<file path="config.mk">
export PLATFORM = sky130hd
export DESIGN_NAME = edge_event_counter
export DESIGN_NICKNAME = d
export VERILOG_FILES = /design/src/rtl/edge_event_counter.sv
export SDC_FILE = /design/constraint.sdc
export NUM_CORES = 1
export LEC_CHECK = 0
export CAP_MARGIN = 20
export CORE_MARGIN = 1.5
export CORE_UTILIZATION = 50
export DETAILED_ROUTE_END_ITERATION = 7
export MAX_ROUTING_LAYER = met4
export PLACE_DENSITY_LB_ADDON = 0.2
export SYNTH_ARGS = -nofsm -noshare
export SYNTH_HDL_FRONTEND = slang
export SYNTH_SLANG_ARGS = --single-unit
</file>
<file path="constraint.sdc">
create_clock -name clk -period 2.4 [get_ports clk]
set_input_delay 0.48 -clock clk [delete_from_list [all_inputs] [get_ports clk]]
set_output_delay 0.48 -clock clk [all_outputs]
set_load 0.02 [all_outputs]
</file>
<file path="src/rtl/edge_event_counter.sv">
// ---------------------------------------------------------------------------------------------
// edge_event_counter
//
// Multi-channel edge counter. Each asynchronous input is synchronised to clk, compared against
// its previous synchronised sample to find rising and falling edges, and the edges are turned
// into registered one-cycle pulses. A per-channel event counter counts the edges selected by
// mode, either wrapping or saturating at its maximum, with a sticky overflow flag.
//
// Parameters
//   N_CH        number of input channels (>= 1)
//   CNT_W       width of each event counter (>= 2)
//   SYNC_STAGES synchroniser flops per channel (>= 2)
//   SATURATE    0: counter wraps max -> 0, 1: counter holds at max
//
// Ports
//   clk        in   system clock, all logic on posedge
//   rst        in   synchronous active-high reset
//   sig_in     in   asynchronous event inputs, one bit per channel
//   mode       in   00 rising, 01 falling, 10 both, 11 counting disabled
//   clr        in   synchronous clear of all counters and overflow flags
//   rise_pulse out  one-cycle pulse per detected rising edge (independent of mode)
//   fall_pulse out  one-cycle pulse per detected falling edge (independent of mode)
//   counts     out  packed counters, channel i at [i*CNT_W +: CNT_W]
//   ovf        out  sticky overflow flag per channel
// ---------------------------------------------------------------------------------------------
module edge_event_counter #(
    parameter int unsigned N_CH        = 4,
    parameter int unsigned CNT_W       = 16,
    parameter int unsigned SYNC_STAGES = 2,
    parameter bit          SATURATE    = 1'b0
) (
    input  logic                    clk,
    input  logic                    rst,
    input  logic [N_CH-1:0]         sig_in,
    input  logic [1:0]              mode,
    input  logic                    clr,
    output logic [N_CH-1:0]         rise_pulse,
    output logic [N_CH-1:0]         fall_pulse,
    output logic [N_CH*CNT_W-1:0]   counts,
    output logic [N_CH-1:0]         ovf
);

    typedef enum logic [1:0] {
        ModeRise = 2'b00,
        ModeFall = 2'b01,
        ModeBoth = 2'b10,
        ModeOff  = 2'b11
    } mode_e;

    // Detection stays off until the synchroniser and the previous-sample register both hold
    // levels captured after reset release.
    localparam int unsigned ArmCycles = SYNC_STAGES + 1;
    localparam int unsigned ArmW      = $clog2(ArmCycles + 1);
    localparam logic [ArmW-1:0]  ArmDone = ArmW'(ArmCycles);
    localparam logic [CNT_W-1:0] CntMax  = {CNT_W{1'b1}};

    // ------------------------------------------------------------------------------------------
    // Synchroniser, previous sample and arming counter
    // ------------------------------------------------------------------------------------------
    logic [SYNC_STAGES-1:0][N_CH-1:0] sync_q;
    logic [N_CH-1:0]                  prev_q;
    logic [ArmW-1:0]                  arm_cnt_q;
    logic                             armed;
    logic [N_CH-1:0]                  sync_s;

    assign sync_s = sync_q[SYNC_STAGES-1];
    assign armed  = (arm_cnt_q == ArmDone);

    always_ff @(posedge clk) begin
        if (rst) begin
            sync_q <= '0;
        end else begin
            sync_q[0] <= sig_in;
            for (int k = 1; k < int'(SYNC_STAGES); k++) begin
                sync_q[k] <= sync_q[k-1];
            end
        end
    end

    always_ff @(posedge clk) begin
        if (rst) begin
            prev_q <= '0;
        end else begin
            prev_q <= sync_s;
        end
    end

    always_ff @(posedge clk) begin
        if (rst) begin
            arm_cnt_q <= '0;
        end else if (!armed) begin
            arm_cnt_q <= arm_cnt_q + ArmW'(1);
        end
    end

    // ------------------------------------------------------------------------------------------
    // Edge detection and registered pulses
    // ------------------------------------------------------------------------------------------
    logic [N_CH-1:0] rise_det;
    logic [N_CH-1:0] fall_det;
    logic [N_CH-1:0] rise_q;
    logic [N_CH-1:0] fall_q;

    assign rise_det = armed ? (sync_s & ~prev_q) : '0;
    assign fall_det = armed ? (~sync_s & prev_q) : '0;

    // clr deliberately does not touch the pulses.
    always_ff @(posedge clk) begin
        if (rst) begin
            rise_q <= '0;
            fall_q <= '0;
        end else begin
            rise_q <= rise_det;
            fall_q <= fall_det;
        end
    end

    assign rise_pulse = rise_q;
    assign fall_pulse = fall_q;

    // ------------------------------------------------------------------------------------------
    // Event selection
    // ------------------------------------------------------------------------------------------
    logic [N_CH-1:0] evt;

    always_comb begin
        evt = '0;
        unique case (mode_e'(mode))
            ModeRise: evt = rise_det;
            ModeFall: evt = fall_det;
            ModeBoth: evt = rise_det | fall_det;
            ModeOff:  evt = '0;
            default:  evt = '0;
        endcase
    end

    // ------------------------------------------------------------------------------------------
    // Counters and sticky overflow
    // ------------------------------------------------------------------------------------------
    logic [CNT_W-1:0] cnt_q [N_CH];
    logic [CNT_W-1:0] cnt_d [N_CH];
    logic [N_CH-1:0]  ovf_q;
    logic [N_CH-1:0]  ovf_d;

    // The counter updates on the same edge that registers the pulse for that edge.
    always_comb begin
        ovf_d = ovf_q;
        for (int i = 0; i < int'(N_CH); i++) begin
            cnt_d[i] = cnt_q[i];
        end
        if (clr) begin
            // clr wins over an event arriving on the same edge; the event is dropped.
            ovf_d = '0;
            for (int i = 0; i < int'(N_CH); i++) begin
                cnt_d[i] = '0;
            end
        end else begin
            for (int i = 0; i < int'(N_CH); i++) begin
                if (evt[i]) begin
                    if (cnt_q[i] == CntMax) begin
                        ovf_d[i] = 1'b1;
                        cnt_d[i] = SATURATE ? CntMax : '0;
                    end else begin
                        cnt_d[i] = cnt_q[i] + CNT_W'(1);
                    end
                end
            end
        end
    end

    always_ff @(posedge clk) begin
        if (rst) begin
            ovf_q <= '0;
            for (int i = 0; i < int'(N_CH); i++) begin
                cnt_q[i] <= '0;
            end
        end else begin
            ovf_q <= ovf_d;
            for (int i = 0; i < int'(N_CH); i++) begin
                cnt_q[i] <= cnt_d[i];
            end
        end
    end

    for (genvar g = 0; g < N_CH; g++) begin : g_pack
        assign counts[g*CNT_W +: CNT_W] = cnt_q[g];
    end

    assign ovf = ovf_q;

endmodule
</file>
# == Yosys cells after proc, flatten, opt, wreduce, memory -nomap -nowiden ==
# Memory sizes are Yosys's and may differ from the RTL's.
# Cells that the tools add are included.
# totals
ram_bits,64
mem_count,1
inputBits,9
out_inout_bits,76
wordCells,58
regBits,26
# op_classes
n_reduce_logical,6
bitwise,9
mux,19
eq_ne,8
add_sub_neg,5
# memory_table
name,words,word_bits,read_ports,rd_ports_with_merged_regs,write_ports,line,text
cnt_q,4,16,4,0,4,140,logic [CNT_W-1:0] cnt_q [N_CH];
# op_table
operator,count
16-bit two-way mux,12
"16-bit by 1-bit adder with 16-bit output, second input constant",4
"16-bit equality test, second input constant",4
64-bit two-way mux,1
4-bit case mux with 4 select lines,1
4-bit bitwise AND,2
4-bit two-way mux,2
4-bit NOT,2
2-bit AND reduction,4
"2-bit equality test, second input constant",3
1-bit bitwise OR,4
4-bit bitwise OR,1
1-bit two-way mux,3
"2-bit by 1-bit adder with 2-bit output, second input constant",1
"2-bit by 1-bit equality test with 1-bit output, second input constant",1
2-bit logical NOT,1
2-bit OR reduction,1

# == Depth between registers and ports, before layout ==
# Gate-level depths: netlist of the first run.
# logic_depth
ltp_word,8
depth_mapped,8
depth_no_buf,5

# == Worst setup path before layout of the first run ==
# OpenSTA, ideal clock, no wires.
# synth_timing
path_type,input -> register
startpoint,input mode[0]
endpoint,memory cnt_q[3][0]
n_path_buf,3
setup_slack_ns,0.442
setup_time_ns,0.117
t_arrival_ns,1.841
cell_stages,7
path_cell_list,buf_4 nor4bb_1 a41oi_1 buf_2 o41ai_2 buf_2 nor2_1
# synth_rtl
element,line,text
from (decl),35,"input logic [1:0] mode,"
to (decl),140,

==> impl_metrics.yaml, run 1 <==
synth:
  ys_seq_area_frac: 0.4424
  yosys.area.top_type_share: 0.4424
  synth_top_cell_by_area: "dfxtp_1"
  ys_top_cells_by_area: "dfxtp_1, a21oi_1, o31ai_1, or4_1, or3_1"
  yosysUniqueCellTypes: 50
  syn-cell-area_um2: 4073
  synthFlopType: "dfxtp_1"
  synth_nets: 476
  synth_common_cells: "dfxtp_1, a21oi_1, or3_1"
  synth_edf_count: 0
  synth_warnings: 0
  syn_inst: 462
  synth_most_common_cell: "dfxtp_1"
  async_reset_ff_frac: 0
  syn_avg_cell_area_um2: 8.815
  ys_seq_elements: 90
route:
  highest-signal-layer: "met4"
  met1_length_mm: 4.739
  drtIter0Drc: 129
  drc: 0
  dr_wl_met2_mm: 4.741
  wl_met3_um: 412
  vias: 3944
  firstDrtPassIters: 5
  wire_per_inst_um: 14.91
  drtAntennaViolNets: 0
  routed_wl_mm: 9.963
  vias_per_cell: 5.904
cts:
  cts_made_buffers: 9
  clockBufferDepth: 2
  htree_levels: 3
  cts_sinks: 90
  cts_tree: "built"
  cts_resized: 0
  postCtsHoldBufs: 0
  root_buffer: "clkbuf_8"
  post-cts-setup-buffer-count: 0
  cts.clk_slew.worst_paths_ns: 0.09
  clk_latency_ns: 0.35
critical_path:
  end_kind: "flop"
  path_cells: "clkdlybuf4s50_1, buf_4, xnor2_1, o32a_1, buf_4, or3_1, a21oi_1"
  crit_fanout: 15
  arrival_ns: 2.58
  crit_slowest_cell: "clkdlybuf4s50_1"
  r2r-end: "cnt_q[2][6]"
  reg2reg_slack_ns: 0.31
  path_common_cell: "buf_4"
  worstSetupPathType: "in -> reg"
  cpPeakStageDelay_ns: 0.51
  reg2reg_depth: 7
  cp_data_required_time_ns: 2.68
  startpoint_type: "input pin"
  worstReg2RegStart: "arm_cnt_q[0]"
timing:
  finalCritPeriodShare: 0.9615
  whs_ns: 0.4409
  timing_worst_slew_pin_value_ns: 0.9969
  fin_setup_tns_ns: 0
  slew-limit-headroom: 0.3329
  hold_viol: 0
  final_max_slew_viol_count: 0
  finalClockSkew_ns: 0.01169
  rsz0062_at_grt: "false"
  fin_crit_ns: 2.308
  fmax_mhz: 433.3
  setup_viol: 0
worst_hold_path:
  min_to: "sync_s[1]"
  worstHoldPathCells: 1
  hp-class: "reg -> reg"
  hold_start: "sync_q[1]"
pwr:
  cellPowerDensity_nw_per_um2: 519.3
  ir_worst_vdd_mv: 0.3597
  power_uw: 2805
  p_leak_uw: 0.001725
global_routing:
  gr-total-overflow: 0
  grtUsageTotal: 0.2408
  grt_pass1_wl_mm: 16.60
  grt_pass1_vias: 3550
  grt_start_max_net_pins: 19
  grt_antenna_before_repair: 0
outcome:
  status: "complete, no violations"
layout:
  layout-drive-gt1-share: 0.09364
  areaGrowthSynthToFinish_pct: 32.63
  nets: 575
  diodes: 0
placed_design:
  gp_congestion: 0.8061
  place_hpwl_mm: 6.952
  io_buffer_count: 84
floorplanning:
  ios: 85
  rows: 32
  die_w_um: 93.25
  coreArea_um2: 7807
  fp.dieH_um: 93.25
  initial_core_util: 0.5216
  dieArea_um2: 8696
run:
  cap_violations: 0
## final cells by class
type,count,area [um^2]
inverters,9,33.78
repair buffers,116,1094
fillers,666,2406
flip-flops and latches,90,1802
multi-input cells,335,2125
well taps,102,127.6
clock buffers,12,145.1
clock inverters,4,75.07
## cells in the final DEF, fill, tap and decap left out, types with 16 or more instances in the layout
| cell type | instances |
|---|---|
| buf_4 | 31 |
| clkdlybuf4s50_1 | 84 |
| or3_1 | 28 |
| dfxtp_1 | 90 |
| o31ai_1 | 25 |
| or4_1 | 25 |
| nand2_1 | 26 |
| a21oi_1 | 53 |
| nor2_1 | 16 |
| nand3_1 | 21 |
| o21ai_0 | 27 |
## cells by family after synthesis
family,synth area share
compound gates,0.1994
xor+xnor,0.01475
mux,0.01229
flops,0.4424
buf+inv,0.03779
simple gates,0.2780
fa+ha+maj,0.01536
## worst max-delay path, delay by kind of cell
kind | cells | cell delay (ns)
compound gates | 2 | 0.65
buf+inv | 3 | 0.94
simple gates | 1 | 0.34
xor+xnor | 1 | 0.16
## per-layer routing
| metal | up-vias | GRT usage |
|---|---|---|
| li1 | 1962 | - |
| met1 | 1885 | 0.3233 |
| met2 | 90 | 0.3786 |
| met3 | 7 | 0.04634 |
| met4 | 0 | 0.05051 |
| met5 | - | - |
## through the flow
step                setup WS (ns)  cell area, um^2    util  cells
floorplan                  0.4419             4073       -    462
global placement          -0.1726             5181  0.6636    652
detailed placement        -0.2322             5181  0.6636    652
CTS                        0.1166             5401  0.6918    668
global route              0.01309             5401  0.6918    668
finish                    0.09235             5401  0.6918    668
## power breakdown
part	internal (uW)	switching, uW
clock network	617	529
registers	1510	11.1
logic	63.5	76.3
## state kept, by name, indices dropped and copies added (netlist names)
register,cells
cnt_q,64
fall_pulse,4
ovf,4
prev_q,4
rise_pulse,4
sync_q,4
sync_s,4
arm_cnt_q,2
## how the worst max path moves through the flow
stage / slack (ns) / to / startpoint
floorplan: 0.44 / cnt_q[3][0] / mode[0]
global placement: -0.17 / cnt_q[2][15] / mode[0]
detailed placement: -0.23 / cnt_q[2][7] / mode[0]
CTS: 0.12 / cnt_q[2][6] / mode[0]
global route: 0.01 / cnt_q[2][8] / mode[0]
finish: 0.09 / cnt_q[2][6] / mode[0]
Power figures use the tool's default switching activity.
==> run 2: changes to the inputs <==
Settings changed: CORE_MARGIN 1.5 to 4, CTS_CLUSTER_DIAMETER set to 80.
==> run 2 against run 1 <==
Net effect:
- count of clock-buffer cells in the layout unchanged
- highest routed layer unchanged
- non-clock buffer count increased by 1
- cell count is the same
- combinational power is essentially flat
- final area decreased by 0.79%
- die area increased by 11%
- worst setup slack better by 0.065 ns
- flip-flop and latch count unchanged
- worst hold slack improved by 0.0066 ns
- largest cell class unchanged
- via count fell by 0.28%
- largest power group unchanged
- maximum frequency up 2.9%
- critical path depth stayed put
==> impl_metrics.yaml, run 2 (synthesized netlist as in run 1, its figures left out) <==
outcome:
  status: "complete, no violations"
placed_design:
  gp_congestion: 0.7855
  post_dp_cell_area_um2: 5189
  io_buffer_count: 84
  placed_cells_incl_taps: 653
  place_hpwl_mm: 7.344
critical_path:
  reg2reg_slack_ns: 0.19
  startpoint_type: "input pin"
  worstReg2RegStart: "arm_cnt_q[0]"
  r2r-end: "cnt_q[2][6]"
  reg2reg_depth: 7
  critPathLaunch: "mode[0]"
  end_kind: "flop"
  worstSetupPathType: "in -> reg"
  crit_fanout: 14
  arrival_ns: 2.54
  cp_data_required_time_ns: 2.69
  worstSetupEndpoint: "cnt_q[0][9]"
layout:
  multi_input_area_um2: 2125
  mostFrequentLayoutCells: "dfxtp_1, clkdlybuf4s50_1, a21oi_1"
  seq_area_um2: 1802
  final_cell_count_no_fill: 668
  top_register: "cnt_q"
  areaGrowthSynthToFinish_pct: 31.58
  final.fill_count: 671
  diodes: 0
  nets: 576
  largest_reg_flops: 64
  layout-drive-gt1-share: 0.09541
  final_common_cell: "dfxtp_1"
  fin_area_um2: 5359
timing:
  final_max_slew_viol_count: 0
  timing_worst_slew_pin_value_ns: 1.075
  setup_viol: 0
  finalCritPeriodShare: 0.9345
  rsz0062_at_grt: "false"
  hold_viol: 0
  whs_ns: 0.4475
  finalClockSkew_ns: 0.008592
  fmax_mhz: 445.9
  fin_setup_tns_ns: 0
  slew-limit-headroom: 0.2809
  fin_crit_ns: 2.243
cts:
  post-cts-setup-buffer-count: 0
  cts_sinks: 90
  clockBufferDepth: 2
  clk_latency_ns: 0.35
  cts_made_buffers: 9
  cts_tree: "built"
  root_buffer: "clkbuf_8"
  cts_resized: 0
  htree_levels: 3
  postCtsHoldBufs: 0
  cts.clk_slew.worst_paths_ns: 0.09
route:
  drc: 0
  firstDrtPassIters: 7
  vias: 3933
  routed_wl_mm: 10.28
  drtAntennaViolNets: 0
  vias_per_cell: 5.888
  wire_per_inst_um: 15.40
  drtIter0Drc: 90
pwr:
  p_leak_uw: 0.001721
  cellPowerDensity_nw_per_um2: 484.4
  power_uw: 2596
  ir_worst_vdd_mv: 0.3438
worst_hold_path:
  hold_start: "sync_q[2]"
  hp-class: "reg -> reg"
global_routing:
  grt_antenna_before_repair: 0
  grt_pass1_vias: 3725
  gr-total-overflow: 0
  grt_pass1_wl_mm: 17.23
  grt_start_max_net_pins: 19
  grtUsageTotal: 0.2171
floorplanning:
  fp.dieH_um: 98.25
  coreArea_um2: 7807
  dieArea_um2: 9653
  ios: 85
  die_w_um: 98.25
  rows: 32
  initial_core_util: 0.5216
run:
  cap_violations: 0
run 2: cell type report:
class / instances / area share
flip-flops and latches: 90 / 0.3362
well taps: 102 / 0.02382
repair buffers: 117 / 0.2055
inverters: 9 / 0.006304
clock buffers: 12 / 0.02895
clock inverters: 3 / 0.002802
multi-input cells: 335 / 0.3965
run 2: where the power goes:
part	internal (uW)	total, uW	switching (uW)
combinational	66.0	143	76.8
sequential	1510	1520	11.4
clock	423	933	510
run 2: per-layer routing:
metal	vias up	share of wire	track usage
met4	0	0.0096	0.05672
li1	1960	-	-
met3	9	0.037	0.04786
met5	-	0	-
met2	75	0.49	0.3524
met1	1889	0.46	0.2751
run 2: stage by stage:
| stage | setup WS [ns] | util |
|---|---|---|
| finish | 0.1571 | 0.6864 |
| detailed placement | -0.1774 | 0.6646 |
| global placement | -0.1183 | 0.6646 |
| floorplan | 0.4419 | - |
| global route | 0.02181 | 0.6864 |
| CTS | 0.1634 | 0.6864 |
run 2: worst min path at each step:
stage	slack, ns	to	cells past startpoint
floorplan	0.41	fall_pulse[3]	1
global placement	0.42	sync_s[2]	1
detailed placement	0.43	fall_pulse[3]	1
CTS	0.45	sync_s[2]	1
global route	0.46	sync_s[2]	1
finish	0.45	sync_s[2]	1
run 2: critical path, stage by stage:
cell             delay (ns)
clkdlybuf4s50_1        0.57
buf_4                  0.22
nor4bb_1               0.31
a41oi_1                0.09
buf_4                  0.21
or4_1                  0.50
a21oi_1                0.14
